===== config.mk =====
export PLATFORM = sky130hd
export DESIGN_NAME = gas_pump_metered_ctrl_flat
export DESIGN_NICKNAME = d
export VERILOG_FILES = /design/src/rtl/gas_pump_metered_ctrl_if.sv /design/src/rtl/gas_pump_metered_ctrl.sv /design/src/flat_wrapper.sv
export SDC_FILE = /design/constraint.sdc
export NUM_CORES = 1
export LEC_CHECK = 0
export ABC_AREA = 1
export CAP_MARGIN = 30
export CORE_AREA = 2 2 58 60
export DETAILED_ROUTE_END_ITERATION = 16
export DIE_AREA = 0 0 60 62
export PLACE_DENSITY = 0.79
export SYNTH_ARGS = -nofsm -noshare
export SYNTH_HDL_FRONTEND = slang
export SYNTH_SLANG_ARGS = --single-unit

===== constraint.sdc =====
create_clock -name clk -period 2.3 [get_ports clk]
set_input_delay 0.575 -clock clk [delete_from_list [all_inputs] [get_ports clk]]
set_output_delay 0.575 -clock clk [all_outputs]
set_load 0.02 [all_outputs]

===== src/rtl/gas_pump_metered_ctrl_if.sv =====
// Bus between the payment/authorisation side and the metered pump controller.
// master: drives the authorisation request, preset volume and the nozzle and
//         pressure sensors, and observes the valve, meter and completion status.
// slave : the pump controller.
// Signals: authorize, preset_vol[VOL_W], nozzleSwitch, pressureSensor (to controller);
//          fuel_out, volume_out[VOL_W], done, done_reason[2], State_out[3] (from controller).
interface gas_pump_metered_ctrl_if #(
    parameter int VOL_W = 8
);
    logic             authorize;
    logic [VOL_W-1:0] preset_vol;
    logic             nozzleSwitch;
    logic             pressureSensor;
    logic             fuel_out;
    logic [VOL_W-1:0] volume_out;
    logic             done;
    logic [1:0]       done_reason;
    logic [2:0]       State_out;

    modport master (
        output authorize, preset_vol, nozzleSwitch, pressureSensor,
        input  fuel_out, volume_out, done, done_reason, State_out
    );

    modport slave (
        input  authorize, preset_vol, nozzleSwitch, pressureSensor,
        output fuel_out, volume_out, done, done_reason, State_out
    );
endinterface


===== src/rtl/gas_pump_metered_ctrl.sv =====
// Metered, pre-authorised single-nozzle fuel pump controller (Moore FSM).
// A transaction is accepted in IDLE with a non-zero preset volume, waits in AUTH
// for the trigger, dispenses in PUMP (one volume unit per PULSE_DIV active
// cycles), may pause while the trigger is released, and ends in a one-cycle DONE
// carrying the reason: 0 = limit reached, 1 = tank full, 2 = timeout.
// Ports:
//   clk   - system clock, rising edge
//   reset - asynchronous active-low reset
//   bus   - slave side of gas_pump_metered_ctrl_if (inputs, valve, meter, status)
module gas_pump_metered_ctrl #(
    parameter int VOL_W       = 8,
    parameter int PULSE_DIV   = 4,
    parameter int TIMEOUT_CYC = 8
) (
    input  logic                   clk,
    input  logic                   reset,
    gas_pump_metered_ctrl_if.slave bus
);
    localparam int DIV_W = (PULSE_DIV > 1) ? $clog2(PULSE_DIV) : 1;
    localparam int TMO_W = (TIMEOUT_CYC > 1) ? $clog2(TIMEOUT_CYC) : 1;
    localparam logic [DIV_W-1:0] DIV_LAST = DIV_W'(PULSE_DIV - 1);
    localparam logic [TMO_W-1:0] TMO_LAST = TMO_W'(TIMEOUT_CYC - 1);

    typedef enum logic [2:0] {
        IDLE  = 3'd0,
        AUTH  = 3'd1,
        PUMP  = 3'd2,
        PAUSE = 3'd3,
        DONE  = 3'd4
    } state_t;

    state_t           state;
    logic [VOL_W-1:0] preset_q;
    logic [VOL_W-1:0] volume_q;
    logic [1:0]       reason_q;
    logic [DIV_W-1:0] div_cnt;
    logic [TMO_W-1:0] tmo_cnt;

    // Meter arithmetic for the current PUMP cycle: a unit is credited on the
    // cycle the divider wraps, and the fill is complete when that credit
    // brings the meter up to the latched preset.
    logic             div_wrap;
    logic [VOL_W-1:0] vol_inc;
    logic             hit_limit;

    assign div_wrap  = (div_cnt == DIV_LAST);
    assign vol_inc   = volume_q + VOL_W'(1);
    assign hit_limit = div_wrap && (vol_inc == preset_q);

    always_ff @(posedge clk or negedge reset) begin
        if (!reset) begin
            state    <= IDLE;
            preset_q <= '0;
            volume_q <= '0;
            reason_q <= 2'd0;
            div_cnt  <= '0;
            tmo_cnt  <= '0;
        end else begin
            case (state)
                IDLE: begin
                    if (bus.authorize && (bus.preset_vol != '0)) begin
                        state    <= AUTH;
                        preset_q <= bus.preset_vol;
                        volume_q <= '0;
                        tmo_cnt  <= '0;
                    end
                end
                AUTH: begin
                    // Trigger pulled wins over a timeout expiring on the same edge.
                    if (bus.nozzleSwitch && !bus.pressureSensor) begin
                        state   <= PUMP;
                        div_cnt <= '0;
                    end else if (tmo_cnt == TMO_LAST) begin
                        state    <= DONE;
                        reason_q <= 2'd2;
                    end else begin
                        tmo_cnt <= tmo_cnt + TMO_W'(1);
                    end
                end
                PUMP: begin
                    // Metering advances on every PUMP cycle, including the one
                    // that leaves PUMP; the divider is left where it is on a
                    // pause so the partial unit carries over.
                    div_cnt <= div_wrap ? '0 : div_cnt + DIV_W'(1);
                    if (div_wrap) begin
                        volume_q <= vol_inc;
                    end
                    if (bus.pressureSensor) begin
                        state    <= DONE;
                        reason_q <= 2'd1;
                    end else if (hit_limit) begin
                        state    <= DONE;
                        reason_q <= 2'd0;
                    end else if (!bus.nozzleSwitch) begin
                        state   <= PAUSE;
                        tmo_cnt <= '0;
                    end
                end
                PAUSE: begin
                    if (bus.pressureSensor) begin
                        state    <= DONE;
                        reason_q <= 2'd1;
                    end else if (bus.nozzleSwitch) begin
                        state <= PUMP;
                    end else if (tmo_cnt == TMO_LAST) begin
                        state    <= DONE;
                        reason_q <= 2'd2;
                    end else begin
                        tmo_cnt <= tmo_cnt + TMO_W'(1);
                    end
                end
                DONE: begin
                    state <= IDLE;
                end
                default: begin
                    state <= IDLE;
                end
            endcase
        end
    end

    // Moore outputs decode from the state register only, so an asynchronous
    // reset closes the valve without waiting for a clock edge.
    assign bus.fuel_out    = (state == PUMP);
    assign bus.done        = (state == DONE);
    assign bus.State_out   = state;
    assign bus.volume_out  = volume_q;
    assign bus.done_reason = reason_q;
endmodule

===== src/flat_wrapper.sv =====
// flat-port wrapper written by rule: the top's interface ports become plain ports
module gas_pump_metered_ctrl_flat 
#(
    parameter int VOL_W       = 8,
    parameter int PULSE_DIV   = 4,
    parameter int TIMEOUT_CYC = 8
)
  (clk, reset, bus_authorize, bus_preset_vol, bus_nozzleSwitch, bus_pressureSensor, bus_fuel_out, bus_volume_out, bus_done, bus_done_reason, bus_State_out);
  gas_pump_metered_ctrl_if #(.VOL_W(VOL_W)) bus_i ();
  input  logic clk;
  input  logic reset;
  input wire logic [$bits(bus_i.authorize)-1:0] bus_authorize;
  input wire logic [$bits(bus_i.preset_vol)-1:0] bus_preset_vol;
  input wire logic [$bits(bus_i.nozzleSwitch)-1:0] bus_nozzleSwitch;
  input wire logic [$bits(bus_i.pressureSensor)-1:0] bus_pressureSensor;
  output wire logic [$bits(bus_i.fuel_out)-1:0] bus_fuel_out;
  output wire logic [$bits(bus_i.volume_out)-1:0] bus_volume_out;
  output wire logic [$bits(bus_i.done)-1:0] bus_done;
  output wire logic [$bits(bus_i.done_reason)-1:0] bus_done_reason;
  output wire logic [$bits(bus_i.State_out)-1:0] bus_State_out;
  assign bus_i.authorize = bus_authorize;
  assign bus_i.preset_vol = bus_preset_vol;
  assign bus_i.nozzleSwitch = bus_nozzleSwitch;
  assign bus_i.pressureSensor = bus_pressureSensor;
  assign bus_fuel_out = bus_i.fuel_out;
  assign bus_volume_out = bus_i.volume_out;
  assign bus_done = bus_i.done;
  assign bus_done_reason = bus_i.done_reason;
  assign bus_State_out = bus_i.State_out;
  gas_pump_metered_ctrl #(.VOL_W(VOL_W), .PULSE_DIV(PULSE_DIV), .TIMEOUT_CYC(TIMEOUT_CYC)) u_core (.clk(clk), .reset(reset), .bus(bus_i));
endmodule

==> impl_results.md <==
- Die Wd: 60 um
- Clock Path Buffers: 2
- Fin cells: 290
- Startpoint Class: flip-flop
- Mapped cell area: 1550 sq um
- Rel. slew slack: about two thirds
- Worst-Skew Late Latency: around 0.33 ns
- Post-Route WL: 3400 um
- Initial antenna violation count: 0
- Synthesis-stage register bit count: 26
- CTS tree: yes
- Final #Nets: 262
- Worst r2r src: u_core.bus.volume_out[0]
- GRT Overall Usage: 19.6%
- Master of the slowest instance on the critical path: clkdlybuf4s50_1
- Yosys warning count: 0
- Final RePlAce weighted congestion: 0.900
- Largest fanout on the critical path: 3
- Most common library cell in the layout ignoring fill and taps: nand2_1
- DRC violations left: 0
- Row cnt: 21
- Final Max Tran Viols: 0
- DP HPWL: 2600 um
- Vias in the first global route: roughly 1.3k
- Fin crit share: between 90% and 100%
- CTS buffer count: 3
- Final global-route overflow total: 0
- Post-synthesis sequential area ratio: 41.9%
- Diodes inserted: 0
- Die area: 3720 sq um
- Clk_skew: 0.00146 ns
- Routed WL per cell: 11.7 um
- Crit path kind: reg -> out
- Avg Inst Size Synth: roughly 7.4 sq um
- Clk sinks: 26
- Pwr Total: about 1.9 mW
- Via-per-instance ratio: a little over 5
- Final setup viols: 0
- Hold Path Class: reg -> reg
- Final hold viol count: 0
- Syn Nets: about 230
- Overall via count from detail_route: 1462
- Worst vdd ir: approximately 460 uV
- RSZ-0062 raised after global routing: false
- Setup slack after layout: between 0.15 and 0.2 ns
- Port buffer count: 27
- Post-synthesis instance total: 209
- Largest net degree at the start of global routing: 27
- Drt first-iter violations: between 100 and 150
- Pre-CTS setup slack: approximately 0.21 ns
- Pwr Density: just under 1000 nW/um^2
- Worst Hold Launch: u_core.div_cnt[0]
- WP data arrival: 1.56 ns
- Core area: between 3000 and 4000 sq um
- Crit-path max cell delay: about 0.55 ns
- Number of max-cap violations: 0
- Clk slew on worst S/H paths: between 0.1 and 0.15 ns
- Placed cell count: 284
- Synth-to-Final Area Change: 26.7%
- Initial DRT Pass Iterations: 4
- Worst Setup SP: u_core.bus.State_out[1]
- Min Tclk post-route: roughly 2.1 ns
- Root Driver: clkbuf_4
- Share of layout cells above drive strength 1: roughly 14%
- H-tree lvl count: 1
- Status: completed
- Element type at the critical path end: output pin
- Critical Path Most Common Cell: buf_4
- Leakage: 0.926 nW
- Highest-count cells in the layout ignoring fill and taps: 59 x nand2_1, 26 x inv_1, 25 x clkdlybuf4s50_1, 25 x dfrtp_1, 23 x nand3_1
- Hold Slack: approximately 0.52 ns
- Cell variety after synth: 23
- First-pass GRT wire length: ~5400 um
- Starting Density: 48.9%
- Actual slew at the worst max-slew pin: ~0.48 ns
- Remaining antenna violation count: 0
- Critical Path, Cell by Cell: buf_4 > buf_4 > clkdlybuf4s50_1
- Critical Path RT: around 1.7 ns
- Setup total negative slack: 0 ns
- # IOs: 28
- Max Clock Freq: roughly 470 MHz
- Post-cts hold buffer count: 0
- DIE HEIGHT: 62 um
[logic make-up after synthesis]
group	after synthesis	synth area share, %
AOI/OAI and AO/OA	27	9.58
adders and majority gates	4	3.22
buffers and inverters	32	7.81
DFF	26	41.9
and+or+nand+nor	120	37.5
[worst paths after layout]
kind                                        endpoint  slack (ns)  cells after the start
setup / recovery                    bus_State_out[1]        0.17                      3
hold / removal                     u_core.div_cnt[0]        0.52                      1
setup reg to reg           u_core.bus.done_reason[1]        0.48                     14
hold reg to reg                    u_core.div_cnt[0]        0.52                      1
max in group asynchronous    u_core.bus.State_out[2]        1.44                      2
min in group asynchronous   u_core.bus.volume_out[0]        0.59                      2
[layer usage]
metal | vias to the layer above | wire, um | global-route usage, %
met4 | 0 | 42 | 6.35
met3 | 5 | 81 | 2.48
met1 | 673 | 1710 | 28.5
met2 | 33 | 1570 | 30.4
li1 | 751 | - | -
met5 | - | 0 | 0
[power by group]
part,switching (mW),internal (mW)
Clock,0.141,0.176
Combinational,0.518,0.352
Sequential,0.127,0.606
Total,0.787,1.13
[area by class of cell]
class | instances | area [sq um]
Fill cell | 290 | 1210
Multi-Input combinational cell | 151 | 782
Sequential cell | 26 | 652
Timing Repair Buffer | 32 | 309
Inverter | 31 | 116
Tap cell | 46 | 57.6
Clock inverter | 1 | 30.0
Clock buffer | 3 | 22.5
[repair_timing]
action                                  in CTS  in global routing
pin swaps                                    0                  0
gates resized for setup                      2                  1
buffers inserted                             2                  0
endpoints found under the setup margin       1                  1
[Yosys cell counts, drive strengths merged]
cell type  number  area [sq um]
nand2          68           278
inv            31           116
dfrtp          26           651
nand3          25           135
o21ai          19          95.1
nor2           16           103
nand4           5          31.3
ha              4          50.1
nor3            3          15.0
a21oi           2          10.0
nand3b          2          15.0
o211ai          2          15.0
o22ai           2          12.5
buf             1          5.00
nor4            1          6.26
o2111ai         1          8.76
o31ai           1          7.51
[state kept, by name, summed over array words and instances, names as in the netlist]
name	flops
u_core.tmo_cnt	3
u_core.bus.volume_out	8
u_core.bus.done_reason	2
u_core.div_cnt	2
u_core.preset_q	8
u_core.bus.State_out	3
[critical path: cells and delay by family, from the launching register on]
kind	cells	cell delay [ns]
buf+inv	3	0.83
flops	1	0.40
[metrics by stage]
stage               instance area [sq um]  utilization [%]
floorplan                            1550                -
global placement                     1900             59.7
detailed placement                   1900             59.7
CTS                                  1970             61.9
global route                         1970             61.9
finish                               1970             61.9
Note: power is estimated with default switching activity, not from simulation.
